$ cat config.mk
export PLATFORM = sky130hd
export DESIGN_NAME = cv32e40p_sleep_seq
export DESIGN_NICKNAME = d
export VERILOG_FILES = /design/src/rtl/cv32e40p_pkg.sv /design/src/rtl/cv32e40p_sleep_dly_cnt.sv /design/src/rtl/cv32e40p_sleep_seq.sv
export SDC_FILE = /design/constraint.sdc
export NUM_CORES = 1
export LEC_CHECK = 0
export ABC_CLOCK_PERIOD_IN_PS = 5350
export BUFFER_PORTS_ARGS = -buffer_cell sky130_fd_sc_hd__buf_2
export CORE_MARGIN = 3
export CORE_UTILIZATION = 49
export CTS_CLUSTER_DIAMETER = 60
export DETAILED_ROUTE_END_ITERATION = 10
export PLACE_DENSITY = 0.86
export REMOVE_ABC_BUFFERS = 1
export SLEW_MARGIN = 40
export SYNTH_ARGS = -nofsm -noshare
export SYNTH_HDL_FRONTEND = slang
export SYNTH_SLANG_ARGS = --single-unit
$ cat constraint.sdc
create_clock -name clk_i -period 5.35 [get_ports clk_i]
set_clock_uncertainty 0.2 [all_clocks]
set_input_delay 0 -clock clk_i [delete_from_list [all_inputs] [get_ports clk_i]]
set_output_delay 0 -clock clk_i [all_outputs]
set_load 0.005 [all_outputs]
$ cat src/rtl/cv32e40p_pkg.sv
// Shared types for the core sleep sequencer.
// Latency: n/a (types only).
// Backpressure: n/a.
package cv32e40p_pkg;

    typedef enum logic [2:0] {
        RUN     = 3'd0,
        SETTLE  = 3'd1,
        OFF_REQ = 3'd2,
        GATED   = 3'd3,
        ON_REQ  = 3'd4,
        RESUME  = 3'd5
    } sleep_seq_state_e;

    localparam int unsigned      SLEEP_DLY_W      = 8;
    localparam logic [2:0]       SLEEP_STATE_PERR = 3'b111;

    // Delays are expressed as cycle counts; the down-counter is loaded with count-1.
    function automatic logic [SLEEP_DLY_W-1:0] dly_load_val(input int unsigned d);
        return SLEEP_DLY_W'(d - 1);
    endfunction

endpackage

$ cat src/rtl/cv32e40p_sleep_dly_cnt.sv
// Loadable down-counter with zero flag, used for sleep entry/resume delays.
// Latency: load/decrement take effect at the next clk_i edge; zero is combinational from the count.
// Backpressure: none; decrement holds at zero.
module cv32e40p_sleep_dly_cnt
    import cv32e40p_pkg::*;
(
    input  logic                   clk_i,
    input  logic                   rst_i,
    input  logic                   load,
    input  logic [SLEEP_DLY_W-1:0] load_val,
    input  logic                   dec,
    output logic                   zero
);

    logic [SLEEP_DLY_W-1:0] cnt;

    always_ff @(posedge clk_i) begin
        if (rst_i) begin
            cnt <= '0;
        end else if (load) begin
            cnt <= load_val;
        end else if (dec && (cnt != '0)) begin
            cnt <= cnt - SLEEP_DLY_W'(1);
        end
    end

    assign zero = (cnt == '0);

endmodule

$ cat src/rtl/cv32e40p_sleep_seq.sv
// Core sleep sequencer: debounces core_sleep_i, runs a four-phase clock-off handshake, releases wake.
// Latency: sleep rise to clk_off_req_o is ENTRY_DELAY+1 cycles; ack fall to wake_pulse_o is RESUME_DELAY cycles.
// Backpressure: waits indefinitely on clk_off_ack_i in OFF_REQ/ON_REQ; wake never drops an outstanding request.
module cv32e40p_sleep_seq
    import cv32e40p_pkg::*;
#(
    parameter int unsigned ENTRY_DELAY  = 4,
    parameter int unsigned RESUME_DELAY = 2,
    parameter int unsigned CNT_W        = 16
) (
    input  logic             clk_i,
    input  logic             rst_i,
    input  logic             core_sleep_i,
    input  logic [31:0]      irq_pending_i,
    input  logic [31:0]      irq_mask_i,
    input  logic             debug_req_i,
    output logic             clk_off_req_o,
    input  logic             clk_off_ack_i,
    output logic             sleeping_o,
    output logic             wake_pulse_o,
    output logic [CNT_W-1:0] sleep_cnt_o,
    output logic [2:0]       state_o
);

    localparam logic [SLEEP_DLY_W-1:0] ENTRY_LOAD  = dly_load_val(ENTRY_DELAY);
    localparam logic [SLEEP_DLY_W-1:0] RESUME_LOAD = dly_load_val(RESUME_DELAY);

    sleep_seq_state_e       state_q, state_d;
    logic                   wake;
    logic                   want_sleep;
    logic                   dly_load;
    logic [SLEEP_DLY_W-1:0] dly_val;
    logic                   dly_dec;
    logic                   dly_zero;
    logic                   req_q;
    logic                   err_sticky_q;
    logic                   err_show_q;
    logic                   proto_err;
    logic                   entry_done;
    logic [CNT_W-1:0]       sleep_cnt_q;

    assign wake       = debug_req_i | (|(irq_pending_i & irq_mask_i));
    assign want_sleep = core_sleep_i & ~wake;
    assign entry_done = (state_q == OFF_REQ) && clk_off_ack_i;
    // An ack outside the handshake window is a SoC protocol violation.
    assign proto_err  = clk_off_ack_i &&
                        ((state_q == RUN) || (state_q == SETTLE) || (state_q == RESUME));

    cv32e40p_sleep_dly_cnt u_dly_cnt (
        .clk_i    (clk_i),
        .rst_i    (rst_i),
        .load     (dly_load),
        .load_val (dly_val),
        .dec      (dly_dec),
        .zero     (dly_zero)
    );

    always_comb begin
        state_d  = state_q;
        dly_load = 1'b0;
        dly_val  = ENTRY_LOAD;
        dly_dec  = 1'b0;
        case (state_q)
            RUN: begin
                if (want_sleep) begin
                    state_d  = SETTLE;
                    dly_load = 1'b1;
                    dly_val  = ENTRY_LOAD;
                end
            end
            SETTLE: begin
                if (!want_sleep)   state_d = RUN;
                else if (dly_zero) state_d = OFF_REQ;
                else               dly_dec = 1'b1;
            end
            OFF_REQ: begin
                if (clk_off_ack_i) state_d = GATED;
            end
            GATED: begin
                if (!want_sleep) state_d = ON_REQ;
            end
            ON_REQ: begin
                if (!clk_off_ack_i) begin
                    state_d  = RESUME;
                    dly_load = 1'b1;
                    dly_val  = RESUME_LOAD;
                end
            end
            RESUME: begin
                if (dly_zero) state_d = RUN;
                else          dly_dec = 1'b1;
            end
            default: state_d = RUN;
        endcase
    end

    always_ff @(posedge clk_i) begin
        if (rst_i) begin
            state_q      <= RUN;
            req_q        <= 1'b0;
            sleep_cnt_q  <= '0;
            err_sticky_q <= 1'b0;
            err_show_q   <= 1'b0;
        end else begin
            state_q    <= state_d;
            req_q      <= (state_d == OFF_REQ) || (state_d == GATED);
            if (entry_done && (sleep_cnt_q != '1)) begin
                sleep_cnt_q <= sleep_cnt_q + CNT_W'(1);
            end
            err_show_q <= proto_err & ~err_sticky_q;
            if (proto_err) begin
                err_sticky_q <= 1'b1;
            end
        end
    end

    assign clk_off_req_o = req_q;
    assign sleeping_o    = (state_q == OFF_REQ) || (state_q == GATED) || (state_q == ON_REQ);
    assign wake_pulse_o  = (state_q == RESUME) && dly_zero;
    assign sleep_cnt_o   = sleep_cnt_q;
    assign state_o       = err_show_q ? SLEEP_STATE_PERR : state_q;

endmodule

==> metrics.txt <==
# TYPE chip_impl_metric gauge
chip_impl_info{name="run_status",value="finished, final reports clean"} 1
chip_impl_info{name="synth-main-ff-cell",value="sky130_fd_sc_hd__dfxtp_1"} 1
chip_impl_metric{name="place_hpwl",unit="mm"} 3.560
chip_impl_metric{name="place.gp.congestion",unit=""} 0.8142
chip_impl_metric{name="cts.hold.buffers_added",unit=""} 3
chip_impl_metric{name="length_of_the_first_detailed_routing_pass_in_iterations",unit=""} 4
chip_impl_info{name="critPathLaunchType",value="flip-flop"} 1
chip_impl_metric{name="flow.area_growth_from_synthesis",unit="%"} 32.19
chip_impl_metric{name="clock_power_share",unit=""} 0.339
chip_impl_info{name="crit_end_category",value="flip-flop"} 1
chip_impl_metric{name="total_power_density_per_cell_area",unit="nW/µm²"} 183.8
chip_impl_metric{name="drt-vias-per-instance",unit=""} 5.372
chip_impl_metric{name="fp.coreArea",unit="µm²"} 3390
chip_impl_metric{name="initial_core_util",unit=""} 0.5150
chip_impl_metric{name="p_sw_frac",unit=""} 0.2480
chip_impl_metric{name="avgSynthCellArea",unit="µm²"} 8.391
chip_impl_metric{name="tritoncts.num_buffers",unit=""} 5
chip_impl_info{name="cts_tree",value="done"} 1
chip_impl_metric{name="cts_htree_levels",unit=""} 2
chip_impl_metric{name="timing.hold.worst_path_depth",unit=""} 6
chip_impl_metric{name="static-leakage-power",unit="nW"} 1.037
chip_impl_metric{name="vias_in_the_first_global_route",unit=""} 1792
chip_impl_metric{name="ys_ff_latch",unit=""} 30
chip_impl_metric{name="grt_util_all_layers",unit=""} 0.2340
chip_impl_metric{name="tns",unit="ns"} 0
chip_impl_metric{name="routed_wire_length_per_instance",unit="µm"} 13.17
chip_impl_metric{name="port-buffer-count",unit=""} 90
chip_impl_metric{name="dpl_cells",unit=""} 336
chip_impl_metric{name="ctsLongestPathBuffers",unit=""} 2
chip_impl_metric{name="final_cell_area",unit="µm²"} 2307
chip_impl_metric{name="seq_area_frac_synth",unit=""} 0.3441
chip_impl_metric{name="timing.critical_path.fanout_max",unit=""} 12
chip_impl_metric{name="crit_required",unit="ns"} 5.37
chip_impl_metric{name="layout.cells.non_filler",unit=""} 347
chip_impl_metric{name="power_frac_comb",unit=""} 0.127
chip_impl_metric{name="clk_pin_slew",unit="ns"} 0.10
chip_impl_metric{name="post-synth-top-area-fraction",unit=""} 0.3441
chip_impl_metric{name="drtAntennaViolNets",unit=""} 0
chip_impl_metric{name="overflow_after_grt",unit=""} 0
chip_impl_metric{name="drt_iter0_drc",unit=""} 123
chip_impl_metric{name="pin_count",unit=""} 91
chip_impl_metric{name="timing.max_slew.rel_slack",unit=""} 0.6371
chip_impl_metric{name="wire_length_of_the_first_global_routing_pass",unit="mm"} 7.893
chip_impl_metric{name="pin_count_of_the_biggest_net_entering_global_routing",unit=""} 28
chip_impl_metric{name="total_setup_violations_reported_at_the_end_of_the_flow",unit=""} 0
chip_impl_info{name="timing.hold.worst.class",value="primary input to flip-flop"} 1
chip_impl_metric{name="reg2reg_depth",unit=""} 8
chip_impl_metric{name="die_area",unit="µm²"} 4315
chip_impl_metric{name="multiInputGateArea",unit="µm²"} 1086
chip_impl_metric{name="die_w",unit="µm"} 65.69
chip_impl_metric{name="power.ir.vdd_worst",unit="mV"} 0.1099
chip_impl_metric{name="async_reset_ff_frac",unit=""} 0
chip_impl_metric{name="worstSkewPairLatency",unit="ns"} 0.33
chip_impl_metric{name="grt_antenna_before_repair",unit=""} 0
chip_impl_metric{name="ys.warnings.count",unit=""} 0
chip_impl_metric{name="hold_slack",unit="ns"} 0.06395
chip_impl_info{name="netlist_top_cells_area",value="sky130_fd_sc_hd__dfxtp_1, sky130_fd_sc_hd__xor2_1, sky130_fd_sc_hd__nor2_1, sky130_fd_sc_hd__a22oi_1, sky130_fd_sc_hd__a31oi_1"} 1
chip_impl_metric{name="numClockSinks",unit=""} 30
chip_impl_metric{name="placedInstanceArea",unit="µm²"} 2213
chip_impl_metric{name="layout_min_cycle_time",unit="ns"} 2.354
chip_impl_metric{name="pwr-share-seq",unit=""} 0.534
chip_impl_metric{name="net-switching-power",unit="W"} 0.0001052
chip_impl_info{name="grt_setup_unrepaired",value="false"} 1
chip_impl_metric{name="nFillCells",unit=""} 294
chip_impl_metric{name="placement_rows",unit=""} 21
chip_impl_metric{name="cts_post_setup_buffers_inserted",unit=""} 0
chip_impl_info{name="cell_at_the_root_of_the_clock_tree",value="sky130_fd_sc_hd__clkbuf_4"} 1
chip_impl_info{name="kind_of_critical_path",value="flip-flop to flip-flop"} 1
chip_impl_metric{name="gate_count_post_synth",unit=""} 208
chip_impl_metric{name="internal-power",unit="W"} 0.0003189
chip_impl_metric{name="syn_area",unit="µm²"} 1745
chip_impl_metric{name="vias",unit=""} 1864
chip_impl_metric{name="maxClockFrequency",unit="GHz"} 0.4248
chip_impl_metric{name="layout-drive-gt1-share",unit=""} 0.3555
chip_impl_metric{name="die_height",unit="µm"} 65.69
chip_impl_metric{name="tightest_slew",unit="ns"} 0.5403
chip_impl_metric{name="drt_drc_violations_left",unit=""} 0
chip_impl_metric{name="final_net_count",unit=""} 372
chip_impl_metric{name="total_wirelength_of_the_detailed_routed_design",unit="mm"} 4.569
chip_impl_metric{name="rrSetupSlack",unit="ns"} 3.00
chip_impl_metric{name="finalMaxSlewViolations",unit=""} 0
chip_impl_metric{name="diodes",unit=""} 0
chip_impl_metric{name="min_period_over_period",unit=""} 0.4401
chip_impl_metric{name="max-cap-violations",unit=""} 0
chip_impl_metric{name="regArea",unit="µm²"} 600.6
chip_impl_metric{name="critPathArrivalTime",unit="ns"} 2.38
chip_impl_metric{name="cts_resized",unit=""} 0
chip_impl_info{name="synth.largest_area_cell",value="sky130_fd_sc_hd__dfxtp_1"} 1
chip_impl_metric{name="yosys.cell_types.count",unit=""} 49
chip_impl_info{name="synth_commonest_cells",value="sky130_fd_sc_hd__dfxtp_1, sky130_fd_sc_hd__nor2_1, sky130_fd_sc_hd__xor2_1"} 1
chip_impl_metric{name="synth_edf_count",unit=""} 0
chip_impl_metric{name="final-hold-violation-count",unit=""} 0
## power by group through the flow
| stage | combinational [W] | clock, W | sequential [W] |
|---|---|---|---|
| CTS | 0.0000538 | 0.000149 | 0.000226 |
| global route | 0.0000608 | 0.000157 | 0.000227 |
| detailed placement | 0.0000520 | 0 | 0.000232 |
| global placement | 0.0000507 | 0 | 0.000231 |
| finish | 0.0000539 | 0.000144 | 0.000226 |
| floorplan | 0.0000207 | 0 | 0.000231 |
## final cells by class
class                      count  area share
multi-input combinational    165      0.4707
clock buffer                   6     0.02223
clock inverter                 2    0.005423
tap                           46     0.02495
timing repair buffer          93      0.2082
inverter                       5    0.008135
sequential                    30      0.2603
## metal layers
metal / up-vias / share of wire / global-route usage / routed length [µm]
li1: 967 / - / - / -
met1: 850 / 0.44 / 0.3056 / 2029
met2: 41 / 0.50 / 0.3755 / 2289
met3: 6 / 0.041 / 0.04786 / 188
met4: 0 / 0.014 / 0.09067 / 62
met5: - / 0 / 0 / 0
## critical path: stages, from the launching register on
cell and delay (ns):
sky130_fd_sc_hd__dfxtp_1 0.36, sky130_fd_sc_hd__inv_1 0.13, sky130_fd_sc_hd__ha_1 0.15, sky130_fd_sc_hd__or3b_2 0.49
sky130_fd_sc_hd__o21ai_4 0.31, sky130_fd_sc_hd__nor2_1 0.09, sky130_fd_sc_hd__a31oi_2 0.30, sky130_fd_sc_hd__xor2_1 0.18
sky130_fd_sc_hd__nor2_1 0.05
## cells in the final DEF, fill, tap and decap left out, drive strengths merged, types with 3 or more instances in the layout
cell         Yosys  layout
inv              5       5
nor3             9       9
nor4             6       6
nand4            7       7
and4             3       3
a211oi           3       3
and3             5       5
xnor2            5       5
xor2            13      13
buf              4      90
nand3           10      10
nor2            30      30
nor2b            4       4
a21oi            6       6
or2              3       3
a31oi           10      10
dlygate4sd3      0       3
a22oi           10      10
nand2            8       8
clkbuf           4       6
dfxtp           30      30
ha               3       3
## final timing paths
kind,start,to
worst max register to register,u_dly_cnt.cnt[0],u_dly_cnt.cnt[2]
worst max-delay path,u_dly_cnt.cnt[0],u_dly_cnt.cnt[2]
worst min-delay path,debug_req_i,state_q[0]
worst min register to register,err_sticky_q,err_sticky_q
## kinds of logic (layout without fill, tap and decap cells)
logic type | after synthesis | after routing | share of synthesized area
adder cells (fa/ha/maj) | 3 | 3 | 0.02151
AO/OA/AOI/OAI | 44 | 44 | 0.1907
multiplexers | 2 | 2 | 0.01147
XOR/XNOR | 18 | 18 | 0.09032
buffers and inverters | 13 | 106 | 0.03369
flip-flops | 30 | 30 | 0.3441
AND/OR/NAND/NOR | 98 | 98 | 0.3083
## state kept, by name, summed over array words and instances (netlist names)
name           cells
clk_off_req_o      1
err_show_q         1
err_sticky_q       1
sleep_cnt_o       16
state_q            3
u_dly_cnt.cnt      8
## through the flow
stage	worst slack, ns	total power (W)	utilization
floorplan	3.180	0.0002520	-
global placement	3.096	0.0002822	0.6530
detailed placement	3.012	0.0002836	0.6530
CTS	2.988	0.0004294	0.6807
global route	2.806	0.0004451	0.6807
finish	2.996	0.0004240	0.6807
Power figures use the tool's default switching activity.
